<file path="config.mk">
export PLATFORM = sky130hd
export DESIGN_NAME = to8bit_sched
export DESIGN_NICKNAME = d
export VERILOG_FILES = /design/src/rtl/to8bit_sched.sv
export SDC_FILE = /design/constraint.sdc
export NUM_CORES = 1
export LEC_CHECK = 0
export ABC_AREA = 1
export BUFFER_PORTS_ARGS = -buffer_cell sky130_fd_sc_hd__buf_2
export CAP_MARGIN = 20
export CORE_MARGIN = 2
export CORE_UTILIZATION = 35
export DETAILED_ROUTE_END_ITERATION = 6
export GPL_TIMING_DRIVEN = 0
export SLEW_MARGIN = 30
export SYNTH_ARGS = -nofsm -noshare
export SYNTH_HDL_FRONTEND = slang
export SYNTH_SLANG_ARGS = --single-unit
</file>
<file path="constraint.sdc">
create_clock -name clk -period 2.29 [get_ports clk]
set_input_delay 0.229 -clock clk [delete_from_list [all_inputs] [get_ports clk]]
set_output_delay 0.229 -clock clk [all_outputs]
set_load 0.02 [all_outputs]
</file>
<file path="src/rtl/to8bit_sched.sv">
// ---------------------------------------------------------------------------
// to8bit_sched
//
// Sequencer for the n-to-8-bit width-conversion path. It accepts one
// 8/16/32-bit word per valid/ready handshake, latches the word and its width
// mode, then emits it as a byte stream with one byte per output handshake.
// A phase counter selects the current byte, so no divided clocks are needed.
// The last-byte handshake and the next word accept can share a cycle, which
// gives full throughput with no bubble between words.
//
// Parameter LSB_FIRST : 1 = byte [7:0] first, 0 = most significant valid
//                       byte first.
// Optional build macro TO8BIT_SCHED_CNT_EN : adds the wordCnt output. This is
//                       a saturating count of words whose last byte was
//                       accepted.
// ---------------------------------------------------------------------------
module to8bit_sched #(
    parameter bit LSB_FIRST = 1'b1
) (
    input  logic        clk,
    input  logic        rst,
    input  logic        enb,
    input  logic [1:0]  dataS,
    input  logic [7:0]  dataIn,
    input  logic [15:0] dataIn16,
    input  logic [31:0] dataIn32,
    input  logic        inValid,
    output logic        inReady,
    output logic [7:0]  dataOut,
    output logic        outValid,
    input  logic        outReady,
    output logic        outLast,
    output logic [1:0]  phase,
    output logic        busy
`ifdef TO8BIT_SCHED_CNT_EN
    ,
    output logic [15:0] wordCnt
`endif
);

    typedef enum logic [0:0] {
        ST_IDLE  = 1'b0,
        ST_SHIFT = 1'b1
    } state_t;

    // Map the width select code to a byte count. 00 and 11 both mean 8-bit.
    function automatic logic [2:0] width_to_nbytes(input logic [1:0] sel);
        logic [2:0] n;
        case (sel)
            2'b00:   n = 3'd1;
            2'b01:   n = 3'd2;
            2'b10:   n = 3'd4;
            2'b11:   n = 3'd1;
            default: n = 3'd1;
        endcase
        return n;
    endfunction

    // Pick the producer word that matches the width select, zero-extended.
    function automatic logic [31:0] select_word(input logic [1:0]  sel,
                                                input logic [7:0]  d8,
                                                input logic [15:0] d16,
                                                input logic [31:0] d32);
        logic [31:0] w;
        case (sel)
            2'b01:   w = {16'h0000, d16};
            2'b10:   w = d32;
            2'b00:   w = {24'h000000, d8};
            2'b11:   w = {24'h000000, d8};
            default: w = {24'h000000, d8};
        endcase
        return w;
    endfunction

    // Translate the stream position into a byte lane of the held word.
    function automatic logic [1:0] byte_index(input logic [1:0] ph,
                                              input logic [2:0] nb);
        logic [2:0] rev;
        logic [1:0] idx;
        rev = nb - 3'd1 - {1'b0, ph};
        if (LSB_FIRST) begin
            idx = ph;
        end else begin
            idx = rev[1:0];
        end
        return idx;
    endfunction

    // Extract one byte lane from a 32-bit word.
    function automatic logic [7:0] pick_byte(input logic [31:0] w,
                                             input logic [1:0]  idx);
        logic [7:0] b;
        case (idx)
            2'd0:    b = w[7:0];
            2'd1:    b = w[15:8];
            2'd2:    b = w[23:16];
            2'd3:    b = w[31:24];
            default: b = 8'h00;
        endcase
        return b;
    endfunction

    // Architectural state
    state_t      state_r;
    logic [31:0] hold_r;
    logic [2:0]  nbytes_r;
    logic [1:0]  phase_r;

    // Next-state values
    state_t      state_s;
    logic [31:0] hold_s;
    logic [2:0]  nbytes_s;
    logic [1:0]  phase_s;

    // Decoded status and handshake terms
    logic        is_shift_s;
    logic        is_last_s;
    logic        in_ready_s;
    logic        out_valid_s;
    logic        out_last_s;
    logic        busy_s;
    logic [1:0]  phase_out_s;
    logic [7:0]  out_byte_s;
    logic        in_acc_s;
    logic        byte_acc_s;

    // Status decode, handshake generation and byte selection; reset forces all outputs low
    always_comb begin
        is_shift_s  = (state_r == ST_SHIFT);
        is_last_s   = ({1'b0, phase_r} == (nbytes_r - 3'd1));
        in_ready_s  = 1'b0;
        out_valid_s = 1'b0;
        out_last_s  = 1'b0;
        busy_s      = 1'b0;
        phase_out_s = 2'd0;
        out_byte_s  = 8'h00;
        if (rst) begin
            in_ready_s  = 1'b0;
            out_valid_s = 1'b0;
            out_last_s  = 1'b0;
            busy_s      = 1'b0;
            phase_out_s = 2'd0;
        end else begin
            in_ready_s  = enb & (~is_shift_s | (is_last_s & outReady));
            out_valid_s = enb & is_shift_s;
            out_last_s  = is_shift_s & is_last_s;
            busy_s      = is_shift_s;
            phase_out_s = phase_r;
        end
        if (out_valid_s) begin
            out_byte_s = pick_byte(hold_r, byte_index(phase_r, nbytes_r));
        end else begin
            out_byte_s = 8'h00;
        end
        in_acc_s   = enb & inValid & in_ready_s;
        byte_acc_s = enb & out_valid_s & outReady;
    end

    // Next-state logic: load on input accept, advance or retire on byte accept
    always_comb begin
        state_s  = state_r;
        hold_s   = hold_r;
        nbytes_s = nbytes_r;
        phase_s  = phase_r;
        case (state_r)
            ST_IDLE: begin
                if (in_acc_s) begin
                    state_s  = ST_SHIFT;
                    hold_s   = select_word(dataS, dataIn, dataIn16, dataIn32);
                    nbytes_s = width_to_nbytes(dataS);
                    phase_s  = 2'd0;
                end else begin
                    state_s  = ST_IDLE;
                end
            end
            ST_SHIFT: begin
                if (in_acc_s) begin
                    // Only possible together with the last-byte handshake
                    state_s  = ST_SHIFT;
                    hold_s   = select_word(dataS, dataIn, dataIn16, dataIn32);
                    nbytes_s = width_to_nbytes(dataS);
                    phase_s  = 2'd0;
                end else if (byte_acc_s) begin
                    if (is_last_s) begin
                        state_s = ST_IDLE;
                        phase_s = 2'd0;
                    end else begin
                        phase_s = phase_r + 2'd1;
                    end
                end else begin
                    state_s = ST_SHIFT;
                end
            end
            default: begin
                state_s  = ST_IDLE;
                phase_s  = 2'd0;
                nbytes_s = 3'd1;
            end
        endcase
    end

    // State register with synchronous reset; any word in flight is discarded
    always_ff @(posedge clk) begin
        if (rst) begin
            state_r  <= ST_IDLE;
            hold_r   <= 32'h0000_0000;
            nbytes_r <= 3'd1;
            phase_r  <= 2'd0;
        end else begin
            state_r  <= state_s;
            hold_r   <= hold_s;
            nbytes_r <= nbytes_s;
            phase_r  <= phase_s;
        end
    end

    assign inReady  = in_ready_s;
    assign outValid = out_valid_s;
    assign outLast  = out_last_s;
    assign dataOut  = out_byte_s;
    assign phase    = phase_out_s;
    assign busy     = busy_s;

`ifdef TO8BIT_SCHED_CNT_EN
    logic [15:0] word_cnt_r;

    // Saturating count of words whose final byte was accepted
    always_ff @(posedge clk) begin
        if (rst) begin
            word_cnt_r <= 16'h0000;
        end else if (byte_acc_s && is_last_s && (word_cnt_r != 16'hFFFF)) begin
            word_cnt_r <= word_cnt_r + 16'd1;
        end else begin
            word_cnt_r <= word_cnt_r;
        end
    end

    assign wordCnt = rst ? 16'h0000 : word_cnt_r;
`endif

endmodule

</file>
==> results of run 1 <==
critical path: cells and delay by family, from the launching register on:
kind          cells  cell delay, ns
buf+inv           5            0.52
simple gates      5            0.40
flops             1            0.37
fa+ha+maj         1            0.31
sequential cells by signal, summed over array words and instances, names as in the netlist:
register    flops
hold_r         32
nbytes_r        3
phase_r         2
is_shift_s      1
cells by family after synthesis:
| kind of cell | after synthesis | synth area share (%) |
|---|---|---|
| and+or+nand+nor | 197 | 34.88 |
| buffers and inverters | 95 | 16.54 |
| AOI/OAI and AO/OA | 50 | 11.84 |
| DFF | 38 | 32.14 |
| adders and majority gates | 8 | 4.228 |
| xor gates and xnor gates | 1 | 0.3700 |
area by class of cell:
cell class,count,area (µm²),share of cell area (%)
Sequential cell,38,762.0,25.53
Buffer,24,127.6,4.277
Inverter,70,262.8,8.805
Clock inverter,3,68.82,2.306
Clock buffer,5,68.82,2.306
Tap cell,77,96.34,3.229
Multi-Input combinational cell,256,1217,40.80
Timing Repair Buffer,76,380.4,12.75
synthesized netlist by cell type:
cell        n
o21ai_0    18
inv_1      66
nand4_1    20
ha_1        8
buf_1       3
a21oi_1    16
a31oi_1     8
clkbuf_1   11
nand3_2     1
inv_2       2
nand2_1   129
buf_6       3
a22oi_1     8
nor2_2      1
buf_4       1
clkinv_1    2
xnor2_1     1
nor2_1     24
buf_2       7
nor3_1      1
nand3_1    21
dfxtp_1    38
worst max-delay path by stage:
stage / from / end / depth (start not counted)
3_3_place_gp: nbytes_r[0] / hold_r[27] / 12
3_5_place_dp: nbytes_r[0] / hold_r[29] / 12
5_1_grt: nbytes_r[0] / inReady / 11
4_1_cts: nbytes_r[0] / inReady / 11
6_report: nbytes_r[0] / inReady / 11
2_1_floorplan: nbytes_r[0] / outLast / 7
through the flow:
step	cells	area [µm²]	hold slack, ns	utilization, %	power, mW
3_5_place_dp	542	2844	0.4617	44.03	0.9971
3_3_place_gp	542	2844	0.4588	44.03	0.9923
5_1_grt	549	2984	0.2097	46.20	1.760
6_report	549	2984	0.1967	46.20	1.684
2_1_floorplan	389	2367	0.4183	-	0.8914
4_1_cts	550	2982	0.1972	46.16	1.687
per-layer routing:
metal	GRT usage [%]	up-vias
met5	0	-
met4	4.830	0
met3	4.190	4
met2	28.89	73
met1	22.84	1124
li1	-	1374
what timing repair did:
action | 4_1_cts | 5_1_grt
setup buffers | 0 | 0
endpoints found under the setup margin | 0 | 3
gates resized for setup | 0 | 3
power by group:
part / internal (mW) / total [mW] / leakage (nW) / switching, mW
clock: 0.437 / 0.703 / 0.0683 / 0.266
combinational: 0.115 / 0.277 / 1.29 / 0.162
sequential: 0.687 / 0.705 / 0.309 / 0.0173
total: 1.24 / 1.68 / 1.67 / 0.445
==> run_results.csv, run 1 <==
group,metric,value,unit
status,status,"finished clean",
global_routing,overflow,0,
min_path,min_path_type,"primary input to flip-flop",
sta,fin_crit_sh,93.11,%
synthesis,ys_ff_latch,38,
floorplanning,io_pins,77,
sta,worstMarginPinSlew,0.4353,ns
sta,clock_skew,0.008928,ns
synthesis,ys_top_cells_by_area,"dfxtp_1 32%, nand2_1 20%, inv_1 10%",
drt,via_count,2575,
global_routing,grt_pass1_wl,10240,µm
sta,maxSlewHeadroom,70.98,%
synthesis,syn-num-nets,460,
floorplanning,core-area,0.006459,mm²
drt,ant_nets,0,
synthesis,yosysSeqAreaShare,32.14,%
critical_path,rr_worst_depth,12,
drt,drt_iter0_drc,144,
critical_path,required,2.06,ns
synthesis,synth.cell_area,0.002367,mm²
drt,topRoutingLayerUsed,"met4",
clock_tree,clockRootBuffer,"clkbuf_8",
min_path,min_to,"hold_r[27]",
critical_path,critPathArrivalTime,1.90,ns
sta,rsz0062_at_grt,"false",
floorplanning,start_util,36.65,%
sta,setup_viol,0,
layout,layout-area-overhead-vs-synth,26.06,%
synthesis,synthDistinctLibCells,22,
placed_design,gp_congestion,0.9127,
layout,diodes,0,
layout,mostFrequentLayoutCells,"128 x nand2_1, 82 x buf_2, 66 x inv_1, 37 x dfxtp_1, 24 x nor2_1",
drt,route.met2.wl,2916,µm
critical_path,rr_endpoint,"hold_r[29]",
layout,fin_nets,542,
global_routing,grt_usage,17.47,%
sta,layout_min_cycle_time,2.132,ns
clock_tree,clk_latency,0.30,ns
global_routing,first_global_vias,2318,
sta,drv_slew,0,
synthesis,yosysTopAreaCellShare,32.14,%
synthesis,ys_warn_count,0,
floorplanning,num_rows,29,
sta,fin_setup_tns,0,ns
critical_path,crit-reg2reg-launch,"nbytes_r[0]",
drt,wl_per_cell,11.38,µm
sta,max_freq,469.0,MHz
layout,mostFrequentLayoutCell,"nand2_1",
sta,hold_violations,0,
floorplanning,die_height,86.24,µm
drt,viasPerCell,4.690,
drt,drc_errors,0,
clock_tree,path_clk_slew,0.09,ns
clock_tree,h-tree-depth,2,
placed_design,dpl.hpwl,5079,µm
synthesis,synth_area_per_cell,6.086,µm²
drt,dr.pass1.iters,4,
drt,wirelength,6249,µm
pwr,power_density,564.4,mW/mm²
pwr,power_leakage,1.670,nW
floorplanning,dieWidth,86.24,µm
synthesis,netlist_instances,389,
drt,wl_met3,384,µm
critical_path,path_class,"flip-flop to output pin",
floorplanning,die_area,0.007437,mm²
pwr,ir_worst_vdd,0.2458,mV
clock_tree,numClockSinks,38,
critical_path,ff2ff_setup_slack,0.44,ns
placed_design,post-place-ws,0.3697,ns
critical_path,crit_fanout,10,
critical_path,crit_path_max_incr_delay,0.37,ns
run,drv_cap,0,
sta,layout_setup_ws,0.1578,ns
drt,wl_met1,2898,µm
min_path,whs_path_depth,5,
critical_path,cp_cell_sequence,"inv_1 -> ha_1 -> inv_1 -> nand2_1 -> nand2_1 -> nand4_1 -> nand2_2 -> clkbuf_4 -> nand2_1 -> inv_1 -> buf_2",
critical_path,cpMaxStageDelayCell,"dfxtp_2",
clock_tree,clockBufferDepth,2,
global_routing,grt_max_degree,14,
clock_tree,cts_tree,"done",
clock_tree,hold_buffers,0,
critical_path,cp-start-kind,"flip-flop",
clock_tree,cts_buffers,5,
min_path,hp-start,"dataIn32[27]",
global_routing,antenna_found_initial,0,
placed_design,portBuffers,76,
layout,drive_gt1_share,21.40,%
synthesis,synth.largest_area_cell,"dfxtp_1",
critical_path,cp-end-kind,"output pin",
layout,fillers,709,
No activity file was read; power rests on OpenSTA's default activity.
==> inputs of run 2 (changes only) <==
--- a/config.mk
+++ b/config.mk
@@ -12,6 +12,8 @@
 export CORE_UTILIZATION = 35
 export DETAILED_ROUTE_END_ITERATION = 6
 export GPL_TIMING_DRIVEN = 0
+export PLACE_DENSITY = 0.68
+export REMOVE_ABC_BUFFERS = 1
 export SLEW_MARGIN = 30
 export SYNTH_ARGS = -nofsm -noshare
 export SYNTH_HDL_FRONTEND = slang
==> run_results.csv, run 2 (synthesis results as in run 1) <==
group,metric,value,unit
pwr,power_density,542.0,mW/mm²
clock_tree,clockRootBuffer,"clkbuf_8",
global_routing,globalRouteMet3Util,3.524,%
floorplanning,die_height,86.24,µm
layout,fin_nets,522,
global_routing,overflow,0,
drt,viasPerCell,4.767,
sta,drv_slew,0,
layout,utilization,44.77,%
sta,clock_skew,0.002940,ns
layout,mostFrequentLayoutCells,"128 x nand2_1, 76 x buf_2, 66 x inv_1, 38 x dfxtp_1, 23 x nor2_1",
global_routing,antenna_found_initial,0,
drt,dr.pass1.iters,4,
critical_path,path_class,"flip-flop to output pin",
critical_path,required,2.06,ns
sta,maxSlewHeadroom,47.49,%
layout,drive_gt1_share,21.06,%
floorplanning,io_pins,77,
global_routing,first_global_vias,2354,
placed_design,place_area,0.002718,mm²
clock_tree,cts_tree,"done",
drt,drc_errors,0,
layout,largest_reg_flops,32,
pwr,power_leakage,1.618,nW
sta,max_freq,465.8,MHz
clock_tree,clockBufferDepth,2,
global_routing,gr-usage-met1,21.26,%
placed_design,dpl.hpwl,4207,µm
critical_path,ff2ff_setup_slack,0.23,ns
global_routing,grt_usage,17.01,%
critical_path,crit_fanout,5,
drt,wirelength,6121,µm
floorplanning,start_util,36.65,%
min_path,min_path_type,"primary input to flip-flop",
status,status,"finished clean",
sta,rsz0062_at_grt,"false",
critical_path,cp-end-kind,"output pin",
global_routing,busiest_layer,"met2",
layout,regMostFlops,"hold_r",
sta,worstMarginPinSlew,0.7877,ns
clock_tree,cts_buffers,5,
floorplanning,core-area,0.006459,mm²
global_routing,grt_pass1_wl,10270,µm
floorplanning,dieWidth,86.24,µm
layout,layout-area-overhead-vs-synth,22.15,%
sta,hold_violations,0,
sta,fin_crit_sh,93.74,%
drt,drt_iter0_drc,131,
critical_path,critPathArrivalTime,1.92,ns
drt,ant_nets,0,
global_routing,grt_max_degree,37,
clock_tree,path_clk_slew,0.07,ns
layout,diodes,0,
layout,mostFrequentLayoutCell,"nand2_1",
drt,wl_per_cell,11.59,µm
sta,timing.hold.ws,0.2087,ns
placed_design,gp_congestion,0.8086,
layout,largestRegisters,"hold_r (32), nbytes_r (3), phase_r (2)",
floorplanning,die_area,0.007437,mm²
clock_tree,h-tree-depth,2,
sta,layout_min_cycle_time,2.147,ns
global_routing,grt_util_met2,29.67,%
clock_tree,numClockSinks,38,
pwr,ir_worst_vdd,0.2503,mV
critical_path,cp-start-kind,"flip-flop",
layout,final_area,0.002892,mm²
floorplanning,num_rows,29,
placed_design,portBuffers,76,
run,drv_cap,0,
drt,via_count,2517,
sta,setup_viol,0,
clock_tree,clk_latency,0.29,ns
run 2: final timing paths:
| check | from | end | cells past startpoint |
|---|---|---|---|
| setup / recovery | nbytes_r[0] | inReady | 10 |
| hold / removal | dataIn32[29] | hold_r[29] | 5 |
| setup reg to reg | nbytes_r[0] | hold_r[20] | 11 |
| hold reg to reg | hold_r[20] | hold_r[20] | 2 |
run 2: final cells by class:
type	instances	area, µm²
sequential	38	760.7
fill	722	3567
clock inverter	1	30.03
clock buffer	6	82.58
timing repair buffer	78	395.4
inverter	70	265.3
tap	77	96.34
multi-input combinational	258	1261
run 2: per-layer routing:
metal / vias to the layer above / share of wire [%]
li1: 1333 / -
met1: 1115 / 46
met2: 59 / 47
met3: 10 / 6.0
met4: 0 / 1.4
met5: - / 0
run 2: worst max-delay path: stages, from the launching register on:
cell and delay [ns]:
dfxtp_1 0.35, inv_1 0.06, ha_1 0.31, inv_1 0.07, nand2_1 0.04, nand2_1 0.08
nand4_1 0.23, nand2_4 0.20, nand2_1 0.07, inv_1 0.06, buf_2 0.15
run 2: metrics by stage:
| step | setup WS (ns) | instances | total power, mW | setup TNS (ns) |
|---|---|---|---|---|
| 6_report | 0.1433 | 528 | 1.567 | 0 |
| 5_1_grt | 0.01162 | 528 | 1.653 | 0 |
| 4_1_cts | 0.05065 | 525 | 1.572 | 0 |
| 3_5_place_dp | -0.8421 | 517 | 0.9790 | -23.19 |
| 3_3_place_gp | -0.8739 | 517 | 0.9731 | -27.60 |
| 2_1_floorplan | -0.1028 | 364 | 0.8725 | -1.732 |
run 2: timing repair:
item | in CTS | in global routing
hold endpoints to repair | 0 | 0
setup endpoints to repair | 39 | 32
gates resized for setup | 4 | 3
hold buffers | 0 | 0
cloned | 1 | 1
setup buffers | 0 | 2
pin swaps | 1 | 1
run 2: where the power goes:
group          internal [mW]  leakage, nW  switching, mW  total (mW)
Clock                  0.348       0.0573          0.236       0.584
Sequential             0.687        0.309         0.0165       0.704
Combinational          0.109         1.25          0.170       0.279
Total                   1.15         1.62          0.422        1.57
